==> config.mk <==
export PLATFORM = sky130hd
export DESIGN_NAME = irq_controller
export DESIGN_NICKNAME = d
export VERILOG_FILES = /design/src/rtl/irq_controller.sv
export SDC_FILE = /design/constraint.sdc
export NUM_CORES = 1
export LEC_CHECK = 0
export BUFFER_PORTS_ARGS = -buffer_cell sky130_fd_sc_hd__clkbuf_2
export CORE_ASPECT_RATIO = 1.75
export CORE_MARGIN = 4
export CORE_UTILIZATION = 38
export DETAILED_ROUTE_END_ITERATION = 10
export PLACE_DENSITY = 0.77
export SYNTH_ARGS = -nofsm -noshare
export SYNTH_HDL_FRONTEND = slang
export SYNTH_SLANG_ARGS = --single-unit
==> constraint.sdc <==
create_clock -name clk -period 2.4 [get_ports clk]
set_input_delay 0.24 -clock clk [delete_from_list [all_inputs] [get_ports clk]]
set_output_delay 0.24 -clock clk [all_outputs]
set_load 0.05 [all_outputs]
==> src/rtl/irq_controller.sv <==
// Edge-capturing, maskable, fixed-priority interrupt controller on the core data bus; a rising source edge reaches oInterrupt 2 edges later, register reads are combinational.
// Backpressure: none -- a request is held in REQ until kernel entry or withdrawal, and later sources wait in PEND.
module irq_controller #(
  parameter int          N_SRC     = 4,
  parameter logic [31:0] BASE_ADDR = 32'h40000020
) (
  input  logic             clk,
  input  logic             reset,
  input  logic [N_SRC-1:0] iSrc,
  input  logic             iKernelMode,
  input  logic [31:0]      iAddr,
  input  logic             iRead,
  input  logic             iWrite,
  input  logic [31:0]      iWriteData,
  output logic [31:0]      oReadData,
  output logic             oInterrupt
);

  typedef enum logic [1:0] {
    IDLE    = 2'd0,
    REQ     = 2'd1,
    SERVICE = 2'd2
  } stateT;

  stateT            state;
  stateT            stateNext;
  logic [N_SRC-1:0] srcD;
  logic [N_SRC-1:0] pend;
  logic [N_SRC-1:0] mask;
  logic             gen;
  logic             causeVld;
  logic [2:0]       causeId;

  logic [N_SRC-1:0] rise;
  logic [N_SRC-1:0] active;
  logic [N_SRC-1:0] w1cClr;
  logic [N_SRC-1:0] ackClr;
  logic             sel;
  logic [1:0]       regSel;
  logic             wrPend;
  logic             wrMask;
  logic             wrCtrl;
  logic [2:0]       winId;
  logic             latchedActive;
  logic             reqLatch;
  logic             reqAck;
  logic             reqWithdraw;
  logic             unusedBits;

  // Only word selection matters; byte offset and the upper write-data bits are don't-care.
  assign unusedBits = ^{iAddr[1:0], iWriteData};

  assign sel    = (iAddr[31:4] == BASE_ADDR[31:4]);
  assign regSel = iAddr[3:2];
  assign wrPend = sel && iWrite && (regSel == 2'd0);
  assign wrMask = sel && iWrite && (regSel == 2'd1);
  assign wrCtrl = sel && iWrite && (regSel == 2'd3);

  assign rise   = iSrc & ~srcD;
  assign active = pend & mask & {N_SRC{gen}};
  assign w1cClr = wrPend ? iWriteData[N_SRC-1:0] : '0;

  // Lowest set index wins: scan high to low so the last hit is the lowest.
  always_comb begin
    winId = 3'd0;
    for (int i = N_SRC - 1; i >= 0; i--) begin
      if (active[i]) winId = 3'(i);
    end
  end

  always_comb begin
    latchedActive = 1'b0;
    ackClr        = '0;
    for (int i = 0; i < N_SRC; i++) begin
      if (3'(i) == causeId) begin
        latchedActive = active[i];
        ackClr[i]     = reqAck;
      end
    end
  end

  always_comb begin
    stateNext   = state;
    reqLatch    = 1'b0;
    reqAck      = 1'b0;
    reqWithdraw = 1'b0;
    case (state)
      IDLE: begin
        if (gen && (|active) && !iKernelMode) begin
          stateNext = REQ;
          reqLatch  = 1'b1;
        end
      end
      REQ: begin
        // Kernel entry wins over a same-cycle withdrawal: the core already took the trap.
        if (iKernelMode) begin
          stateNext = SERVICE;
          reqAck    = 1'b1;
        end else if (!latchedActive) begin
          stateNext   = IDLE;
          reqWithdraw = 1'b1;
        end
      end
      SERVICE: begin
        if (!iKernelMode) stateNext = IDLE;
      end
      default: stateNext = IDLE;
    endcase
  end

  always_ff @(posedge clk or negedge reset) begin
    if (!reset) begin
      state <= IDLE;
    end else begin
      state <= stateNext;
    end
  end

  always_ff @(posedge clk or negedge reset) begin
    if (!reset) begin
      srcD     <= '0;
      pend     <= '0;
      mask     <= '0;
      gen      <= 1'b0;
      causeVld <= 1'b0;
      causeId  <= 3'd0;
    end else begin
      srcD <= iSrc;
      // New edges are ORed in last so they survive a same-cycle W1C or acknowledge.
      pend <= (pend & ~w1cClr & ~ackClr) | rise;
      if (wrMask) mask <= iWriteData[N_SRC-1:0];
      if (wrCtrl) gen  <= iWriteData[0];
      if (reqLatch) begin
        causeVld <= 1'b1;
        causeId  <= winId;
      end else if (reqWithdraw) begin
        causeVld <= 1'b0;
      end
    end
  end

  always_comb begin
    oReadData = '0;
    if (sel && iRead) begin
      case (regSel)
        2'd0:    oReadData[N_SRC-1:0] = pend;
        2'd1:    oReadData[N_SRC-1:0] = mask;
        2'd2:    oReadData = {causeVld, 28'd0, causeId};
        default: oReadData[0] = gen;
      endcase
    end
  end

  assign oInterrupt = (state == REQ);

endmodule

==> flow_metrics.py, run 1 <==
metrics = {
    "timing": {
        "fin_worst_skew_ns": 0.001096,
        "min_period_ns": 2.022,
        "hold_viol_final": 0,
        "slew_violations": 0,
        "hold-worst-slack_ns": 0.1059,
        "worst-slew-pin-transition_ns": 0.4996,
        "relSlewSlack_pct": 66.44,
        "period_share_pct": 84.23,
        "clock.fmax_mhz": 494.7,
        "setup_viol": 0,
        "rsz0062_at_grt": "false",
    },
    "cells_and_area": {
        "drive_above_1_share_pct": 35.59,
        "nNetsFinal": 252,
        "area_growth_pct": 18.59,
        "fillers": 328,
        "utilization_pct": 46.24,
        "stdcell_count": 220,
        "final_common_cell": "clkbuf_2",
        "mostFrequentLayoutCells": "clkbuf_2 (48), conb_1 (27), dfrtp_1 (18), nand2_1 (12), inv_1 (7)",
        "n_antenna_cell": 0,
    },
    "clock_tree": {
        "worstSkewPairLatency_ns": 0.25,
        "htreeDepth": 1,
        "cts_inserted_buffers": 3,
        "cts_tree": "done",
        "cts_buffer_depth": 2,
        "post-cts-setup-buffers": 0,
        "postCtsHoldBufs": 1,
        "numClockSinks": 18,
        "clk_pin_slew_ns": 0.07,
        "ctsResizeCount": 0,
        "root_buffer": "clkbuf_8",
    },
    "yosys": {
        "synth_edf_count": 0,
        "seq_area_frac_synth_pct": 36.77,
        "synth_cell_types": 31,
        "yosys.area_share.simple_pct": 20.02,
        "yosys_warnings": 0,
        "synthXorXnorAreaFrac_pct": 0,
        "postSynth.asyncResetShare_pct": 100.0,
        "synth_fa_ha_area_share_pct": 0,
        "avgSynthCellArea_um2": 9.496,
        "ys_ff_latch": 18,
        "synth_cells": 129,
        "synth_compound_area_share_pct": 10.32,
        "synthesis.area_um2": 1225,
        "synthMuxAreaShare_pct": 12.87,
        "synth_top_family_by_area": "simple AND/OR/NAND/NOR gates",
        "synth-main-ff-cell": "dfrtp_1",
    },
    "global_route": {
        "grtUsageMet2_pct": 24.09,
        "overflow": 0,
        "use_met3_pct": 2.513,
        "grt_use_total_pct": 13.13,
        "grt_first_pass_wirelength_mm": 4.340,
        "busiest_layer": "met2",
        "grt_pass1_vias": 1009,
        "grt_start_max_net_pins": 19,
        "grt_use_met1_pct": 14.04,
        "antenna_found_initial": 0,
    },
    "pwr": {
        "power.internal_uw": 454.1,
        "seq_power_share_pct": 45.5,
        "power_uw": 676.2,
        "powerDensity_nw_per_um2": 465.5,
        "power_frac_comb_pct": 23.4,
        "p_clk_share_pct": 31.2,
        "p_leak_uw": 0.0007175,
        "ir_drop_v": 0.0003133,
        "swShare_pct": 32.85,
        "p_sw_uw": 222.1,
    },
    "critical_path": {
        "worst_setup_path_start_kind": "input pin",
        "path_buf_inv": 2,
        "required_ns": 2.16,
        "critical_path_class": "input pin to output port",
        "cpLargestDelayFamily": "simple AND/OR/NAND/NOR gates",
        "path_common_cell": "clkbuf_2",
        "cpPeakStageDelay_ns": 0.49,
        "crit_arrival_ns": 1.78,
        "r2r_slack_ns": 0.61,
        "crit_path_top_delay_cell": "or3_1",
        "worst_setup_path_end_kind": "output port",
        "path_cells": "clkbuf_2 > nor4_1 > nand4_1 > or3_1 > nor3_1 > clkbuf_2",
        "startpoint": "iAddr[12]",
        "reg2reg_from": "state[0]",
        "cp_max_fo": 5,
    },
    "min_path": {
        "min-delay-start": "iSrc[1]",
        "hp-class": "input pin to register",
    },
    "routing": {
        "ant_nets": 0,
        "via_per_inst": 4.741,
        "drc": 0,
        "drtIter0Drc": 20,
        "wl_per_cell_um": 12.07,
        "dr_total_vias": 1043,
        "detail_route.first_pass.iterations": 4,
        "wl_mm": 2.655,
    },
    "die": {
        "io_pins": 106,
        "die_h_um": 83.11,
        "dieArea_um2": 4232,
        "design.core.area_um2": 3142,
        "start_util_pct": 38.99,
        "die_w_um": 50.92,
        "row_count": 27,
    },
    "status": {
        "status": "finished clean",
    },
    "place": {
        "placedCellCount": 216,
        "place.port_buffers": 48,
        "place.gp.congestion": 0.8432,
        "hpwl_mm": 2.227,
    },
    "run": {
        "max_cap_violations": 0,
    },
}
## state kept, by name (all words and copies together) (netlist names)
signal    count
causeId       2
causeVld      1
pend          4
mask          4
srcD          4
gen           1
state         2
## kinds of logic after synthesis
group / after synthesis
DFF: 18
and+or+nand+nor: 43
AOI/OAI and AO/OA: 19
muxes: 11
buffers and inverters: 37
other: 1
## layout make-up
class / count / area [um^2] / share of cell area, %
well taps: 43 / 53.80 / 3.704
clock buffers: 3 / 41.29 / 2.842
repair buffers: 49 / 250.2 / 17.23
multi-input cells: 100 / 630.6 / 43.41
flip-flops and latches: 18 / 450.4 / 31.01
inverters: 7 / 26.28 / 1.809
## through the flow
stage	area (um^2)	setup TNS (ns)	setup slack, ns
2_1_floorplan	1323	-0.2005	-0.06685
3_5_place_dp	1401	0	0.3648
6_report	1453	0	0.3784
3_3_place_gp	1401	0	0.3725
4_1_cts	1453	0	0.3636
5_1_grt	1453	0	0.1247
## power groups by stage
stage	clock network, uW	registers [uW]	logic (uW)
after global routing	226	308	168
after global placement	0	313	155
final	211	307	158
after CTS	212	307	158
after floorplan	0	313	146
after detailed placement	0	313	156
## metal layers
metal	share of wire [%]	routed length, um
met2	54	1427
met1	36	955
met3	8.8	234
met4	1.4	38
met5	0	0
## synthesized netlist by cell type (2+ instances only)
cell / n / area (um^2)
a21oi_1: 4 / 20.02
a2bb2oi_1: 4 / 35.03
buf_4: 27 / 202.7
clkbuf_1: 2 / 7.510
dfrtp_1: 18 / 450.4
inv_1: 7 / 26.28
mux2_2: 2 / 22.52
mux2_4: 4 / 60.06
mux2i_1: 3 / 30.03
mux4_2: 2 / 45.04
nand2_1: 12 / 45.04
nand2b_1: 3 / 18.77
nand3_1: 2 / 10.01
nand4_1: 3 / 18.77
nor2_1: 5 / 18.77
nor3_1: 5 / 25.02
nor4_1: 5 / 31.28
nor4b_2: 2 / 30.03
o21ai_0: 5 / 25.02
o31ai_1: 3 / 22.52
## path summary, 6_finish.rpt
path / to / cells past startpoint
hold reg to reg: pend[3] / 3
setup / recovery: oReadData[31] / 6
hold / removal: srcD[1] / 1
max in group asynchronous: pend[0] / 2
min in group asynchronous: gen / 2
setup reg to reg: causeId[0] / 3
Note: power is estimated with default switching activity, not from simulation.
==> run 2: changes to the inputs <==
--- a/config.mk
+++ b/config.mk
@@ -8,9 +8,9 @@
 export BUFFER_PORTS_ARGS = -buffer_cell sky130_fd_sc_hd__clkbuf_2
 export CORE_ASPECT_RATIO = 1.75
 export CORE_MARGIN = 4
-export CORE_UTILIZATION = 38
+export CORE_UTILIZATION = 34
 export DETAILED_ROUTE_END_ITERATION = 10
-export PLACE_DENSITY = 0.77
+export PLACE_DENSITY = 0.73
 export SYNTH_ARGS = -nofsm -noshare
 export SYNTH_HDL_FRONTEND = slang
 export SYNTH_SLANG_ARGS = --single-unit
==> constraint.sdc (replaced) <==
create_clock -name clk -period 1.7 [get_ports clk]
set_input_delay 0.17 -clock clk [delete_from_list [all_inputs] [get_ports clk]]
set_output_delay 0.17 -clock clk [all_outputs]
set_load 0.05 [all_outputs]
==> run 2 against run 1 <==
Compared with the run above:
- non-clock buffer count grew 10
- largest cell class unchanged
- largest power group unchanged
- sequential cell count did not move
- power rose by 52%
==> flow_metrics.py, run 2 (synthesized netlist as in run 1, its figures left out) <==
metrics = {
    "die": {
        "dieArea_um2": 4665,
        "design.core.area_um2": 3433,
        "row_count": 28,
        "start_util_pct": 35.68,
        "io_pins": 106,
        "die_w_um": 53.37,
        "die_h_um": 87.40,
    },
    "timing": {
        "slew_violations": 0,
        "min_period_ns": 1.694,
        "clock.fmax_mhz": 590.5,
        "hold_viol_final": 0,
        "timing.final.ws_setup_ns": 0.006448,
        "hold-worst-slack_ns": 0.03208,
        "setup_viol": 0,
        "fin_worst_skew_ns": 0.004077,
        "period_share_pct": 99.62,
        "rsz0062_at_grt": "true",
    },
    "global_route": {
        "grt_first_pass_wirelength_mm": 4.885,
        "grt_pass1_vias": 1107,
        "grt_start_max_net_pins": 19,
        "grt_use_total_pct": 14.21,
        "overflow": 0,
        "antenna_found_initial": 0,
    },
    "pwr": {
        "power_frac_comb_pct": 23.6,
        "ir_drop_v": 0.0003800,
        "p_clk_share_pct": 34.1,
        "power.internal_uw": 696.7,
        "swShare_pct": 32.06,
        "p_sw_uw": 328.7,
        "powerDensity_nw_per_um2": 594.7,
        "p_leak_uw": 0.0008249,
        "seq_power_share_pct": 42.3,
    },
    "cells_and_area": {
        "mostFrequentLayoutCells": "clkbuf_2 (42), conb_1 (27), dfrtp_1 (18), nand2_1 (12), buf_4 (9)",
        "nNetsFinal": 262,
        "fillers": 333,
        "utilization_pct": 50.22,
        "drive_above_1_share_pct": 44.68,
        "top_regs": "mask (4), pend (4), srcD (4)",
        "final_common_cell": "clkbuf_2",
        "n_antenna_cell": 0,
        "area_growth_pct": 40.76,
    },
    "critical_path": {
        "r2r_end": "causeId[0]",
        "critical_path_class": "register to output port",
        "crit_path_end": "oReadData[0]",
        "ff2ff_path_depth": 3,
        "cp_max_fo": 3,
        "required_ns": 1.53,
        "startpoint": "gen",
        "r2r_slack_ns": 0.05,
        "reg2reg_from": "state[0]",
        "worst_setup_path_start_kind": "register",
        "worst_setup_path_end_kind": "output port",
        "crit_arrival_ns": 1.52,
    },
    "clock_tree": {
        "worstSkewPairLatency_ns": 0.26,
        "numClockSinks": 18,
        "htreeDepth": 1,
        "cts_inserted_buffers": 3,
        "cts_tree": "done",
        "root_buffer": "clkbuf_8",
        "clk_pin_slew_ns": 0.07,
        "cts_buffer_depth": 2,
    },
    "place": {
        "place.port_buffers": 48,
        "place_ws_ns": -0.05609,
        "hpwl_mm": 2.458,
        "place.gp.congestion": 0.9446,
    },
    "min_path": {
        "hold_depth": 1,
        "hp-class": "input pin to register",
    },
    "routing": {
        "drc": 0,
        "wl_per_cell_um": 13.61,
        "drtIter0Drc": 13,
        "via_per_inst": 4.794,
        "dr_total_vias": 1117,
        "wl_mm": 3.170,
        "ant_nets": 0,
        "detail_route.first_pass.iterations": 4,
    },
    "run": {
        "max_cap_violations": 0,
    },
    "status": {
        "status": "finished clean",
    },
}
==> run 2: cell count changes in the layout (fill, tap and decap cells not counted), sizes merged <==
cell / before / now
buf: 0 / 16
clkbuf: 51 / 46
==> run 2: worst min-delay path by stage <==
stage	start	end	slack, ns
after CTS	iSrc[2]	srcD[2]	0.03
after global routing	iSrc[2]	srcD[2]	0.03
after floorplan	reset	causeId[0]	-0.13
final	iSrc[2]	srcD[2]	0.03
after detailed placement	reset	mask[2]	0.13
after global placement	reset	mask[2]	0.13
==> run 2: critical path, stage by stage (launching register included) <==
cell,delay (ns)
dfrtp_1,0.40
buf_6,0.13
mux4_2,0.45
nor2b_4,0.15
buf_12,0.14
==> run 2: layout make-up <==
class                   count  area (um^2)  area share, %
inverters                   7        26.28          1.524
flip-flops and latches     18        450.4          26.12
repair buffers             59        410.4          23.80
well taps                  45        56.30          3.266
clock buffers               4        55.05          3.193
multi-input cells         100        725.7          42.09
==> run 2: through the flow <==
stage	total power [uW]	setup TNS (ns)	cells	instance area, um^2
2_1_floorplan	652.6	-0.01087	155	1366
3_3_place_gp	667.7	-0.2033	225	1575
3_5_place_dp	670.0	-0.2424	225	1575
4_1_cts	1028	0	231	1673
5_1_grt	1061	-0.09125	233	1724
6_report	1025	0	233	1724
==> run 2: power groups by stage <==
stage / clock network (uW) / registers [uW] / logic [uW]
6_report: 350 / 434 / 242
5_1_grt: 369 / 434 / 258
4_1_cts: 361 / 434 / 233
3_5_place_dp: 0 / 442 / 228
3_3_place_gp: 0 / 442 / 226
2_1_floorplan: 0 / 442 / 210
==> run 2: repair_timing <==
| action | in CTS | in global routing |
|---|---|---|
| pin swaps | 3 | 2 |
| resized for setup | 4 | 6 |
| setup buffers | 1 | 2 |
| hold endpoints to repair | 18 | 0 |
| hold buffers | 1 | 0 |
| setup endpoints to repair | 6 | 6 |
==> run 2: per-layer routing <==
metal	GRT usage, %	vias up	wire (um)
met5	0	-	0
met4	7.209	0	103
met3	1.544	11	202
met2	25.92	53	1761
met1	15.32	531	1102
li1	-	522	-
==> run 3: changes to the inputs <==
--- a/config.mk
+++ b/config.mk
@@ -5,12 +5,13 @@
 export SDC_FILE = /design/constraint.sdc
 export NUM_CORES = 1
 export LEC_CHECK = 0
+export ABC_AREA = 1
 export BUFFER_PORTS_ARGS = -buffer_cell sky130_fd_sc_hd__clkbuf_2
 export CORE_ASPECT_RATIO = 1.75
 export CORE_MARGIN = 4
-export CORE_UTILIZATION = 34
+export CORE_UTILIZATION = 38
 export DETAILED_ROUTE_END_ITERATION = 10
-export PLACE_DENSITY = 0.73
+export PLACE_DENSITY = 0.75
 export SYNTH_ARGS = -nofsm -noshare
 export SYNTH_HDL_FRONTEND = slang
 export SYNTH_SLANG_ARGS = --single-unit
==> constraint.sdc (replaced) <==
create_clock -name clk -period 1.6 [get_ports clk]
set_input_delay 0.16 -clock clk [delete_from_list [all_inputs] [get_ports clk]]
set_output_delay 0.16 -clock clk [all_outputs]
set_load 0.05 [all_outputs]
==> run 3 against run 2 <==
Compared with the run above:
- synthesized cell count is 52% higher
- sequential power up 6.2%
- power rose by 5.4%
- cell count is 27% higher
- combinational power increased by 5%
- critical path depth up 5
- sequential share of layout area increased by 1.6 points
- clock skew decreased by 0.00051 ns
- largest power group unchanged
==> flow_metrics.py, run 3 <==
metrics = {
    "timing": {
        "rsz0062_at_grt": "false",
        "clock.fmax_mhz": 700.3,
        "fin_worst_skew_ns": 0.003565,
        "hold-worst-slack_ns": 0.02358,
        "hold_viol_final": 0,
        "period_share_pct": 89.25,
        "timing.final.ws_setup_ns": 0.1720,
        "min_period_ns": 1.428,
        "setup_viol": 0,
        "slew_violations": 0,
    },
    "critical_path": {
        "ff2ff_path_depth": 5,
        "r2r_slack_ns": 0.37,
        "cp_max_fo": 5,
        "critical_path_class": "input pin to output port",
        "worst_setup_path_start_kind": "input pin",
        "reg2reg_from": "gen",
        "crit_arrival_ns": 1.27,
        "cpPeakStageDelay_ns": 0.28,
        "worst_setup_path_end_kind": "output port",
        "path_cells": "clkbuf_2 > nor2_1 > nand2_1 > nor2_1 > nand2_1 > nor2_4 > nand2_2 > a21oi_1 > buf_2",
        "r2r_end": "causeId[0]",
        "crit_path_top_delay_cell": "buf_2",
        "required_ns": 1.44,
    },
    "die": {
        "dieArea_um2": 4551,
        "start_util_pct": 39.58,
        "die_h_um": 86.30,
        "io_pins": 106,
        "design.core.area_um2": 3363,
        "row_count": 28,
        "die_w_um": 52.74,
    },
    "yosys": {
        "synth_cell_types": 22,
        "synthTopCellsByCount": "nand2_1 (61), buf_4 (27), nor2_1 (26), dfrtp_1 (18), inv_1 (18)",
        "avgSynthCellArea_um2": 6.792,
        "synth_area_leaders": "dfrtp_1 (34%), nand2_1 (17%), buf_4 (15%)",
        "yosysTopAreaCell": "dfrtp_1",
        "synth_top_cell_area_share_pct": 33.83,
        "synth-main-ff-cell": "dfrtp_1",
        "synth_edf_count": 0,
        "synth_cells": 196,
        "yosys_warnings": 0,
        "ys_ff_latch": 18,
        "synthesis.area_um2": 1331,
        "seq_area_frac_synth_pct": 33.83,
        "yosysMostFrequentCell": "nand2_1",
        "postSynth.asyncResetShare_pct": 100.0,
    },
    "min_path": {
        "holdPathEnd": "srcD[2]",
        "hold_depth": 1,
        "min-delay-start": "iSrc[2]",
        "hp-class": "input pin to register",
    },
    "routing": {
        "dr_total_vias": 1281,
        "via_per_inst": 4.342,
        "met2RoutedLength_mm": 1.633,
        "wl_per_cell_um": 10.13,
        "detail_route.first_pass.iterations": 4,
        "met1_length_mm": 1.026,
        "highest_layer": "met4",
        "wl_mm": 2.987,
        "drc": 0,
        "ant_nets": 0,
        "drtIter0Drc": 29,
        "wl_met3_um": 286,
    },
    "place": {
        "place.gp.congestion": 0.8476,
        "place.port_buffers": 48,
        "place_ws_ns": 0.1176,
        "hpwl_mm": 2.595,
    },
    "pwr": {
        "p_leak_uw": 0.0008978,
        "power_uw": 1081,
        "ir_drop_v": 0.0004528,
        "powerDensity_nw_per_um2": 666.1,
    },
    "clock_tree": {
        "worstSkewPairLatency_ns": 0.25,
        "numClockSinks": 18,
        "cts_tree": "done",
        "clk_pin_slew_ns": 0.07,
        "root_buffer": "clkbuf_8",
        "post-cts-setup-buffers": 0,
        "cts_inserted_buffers": 3,
        "cts_buffer_depth": 2,
        "htreeDepth": 1,
    },
    "cells_and_area": {
        "drive_above_1_share_pct": 25.60,
        "utilization_pct": 48.25,
        "final_common_cell": "nand2_1",
        "nNetsFinal": 324,
        "n_antenna_cell": 0,
        "mostFrequentLayoutCells": "nand2_1 (61), clkbuf_2 (45), conb_1 (27), nor2_1 (25)",
        "top_regs": "mask (4), pend (4), srcD (4)",
        "area_growth_pct": 21.90,
        "fillers": 377,
    },
    "global_route": {
        "antenna_found_initial": 0,
        "grt_start_max_net_pins": 19,
        "grt_use_total_pct": 13.58,
        "overflow": 0,
        "grt_first_pass_wirelength_mm": 4.733,
        "grt_pass1_vias": 1217,
    },
    "status": {
        "status": "finished clean",
    },
    "run": {
        "max_cap_violations": 0,
    },
}
==> run 3: cell count changes in the layout (fill, tap and decap cells not counted), moves of 4 or more <==
cell,delta
buf_4,-5
nand3_1,+13
a2bb2oi_1,-4
nand2_1,+49
inv_1,+11
mux2_4,-4
nand4_1,+4
nor2_1,+21
o21a_1,+4
buf_12,-5
==> run 3: through the flow <==
stage          instance area [um^2]  setup TNS [ns]  instances
6_report                       1623               0        295
3_3_place_gp                   1549               0        290
4_1_cts                        1614               0        295
2_1_floorplan                  1438         -0.2117        222
3_5_place_dp                   1549               0        290
5_1_grt                        1623               0        295
==> run 3: kinds of logic after synthesis <==
logic type             after synthesis  share of synthesized area [%]
AND/OR/NAND/NOR                    117                          38.53
buffers and inverters               46                          20.68
flip-flops                          18                          33.83
other                                1                         0.2817
AO/OA/AOI/OAI                       14                          6.673
==> run 3: how the worst max path moves through the flow <==
stage | from | to | slack [ns] | cells past startpoint
after global routing | iAddr[11] | oReadData[1] | 0.0002 | 9
after floorplan | iAddr[23] | oReadData[2] | -0.11 | 7
after CTS | iAddr[10] | oReadData[3] | 0.11 | 9
after global placement | iAddr[10] | oReadData[3] | 0.1 | 9
after detailed placement | iAddr[10] | oReadData[3] | 0.12 | 9
final | iAddr[11] | oReadData[2] | 0.17 | 9
==> run 3: critical path, delay by kind of cell <==
kind / cells / cell delay [ns]
compound gates: 1 / 0.13
buf+inv: 2 / 0.36
simple gates: 6 / 0.61
==> run 3: metal layers <==
layer,track usage [%],vias to the layer above
met5,0,-
met4,6.744,0
met3,2.582,4
met2,26.92,51
met1,12.05,553
li1,-,673
==> run 3: layout make-up <==
class | count | area [um^2] | share of cell area, %
Multi-Input combinational cell | 158 | 715.7 | 44.10
Tap cell | 45 | 56.30 | 3.470
Timing Repair Buffer | 52 | 277.8 | 17.12
Sequential cell | 18 | 450.4 | 27.76
Clock buffer | 4 | 55.05 | 3.392
Inverter | 18 | 67.56 | 4.163
==> run 3: power by group <==
group / internal (uW) / switching [uW] / total (uW) / leakage [uW]
Sequential: 460 / 1.12 / 461 / 0.000211
Clock: 219 / 148 / 367 / 0.0000288
Combinational: 54.2 / 199 / 253 / 0.000658
Total: 733 / 348 / 1080 / 0.000898
==> run 3: what timing repair did <==
item / in CTS / in global routing
hold buffers: 1 / 0
resized for setup: 0 / 8
endpoints found under the hold margin: 18 / 0
setup endpoints to repair: 0 / 4
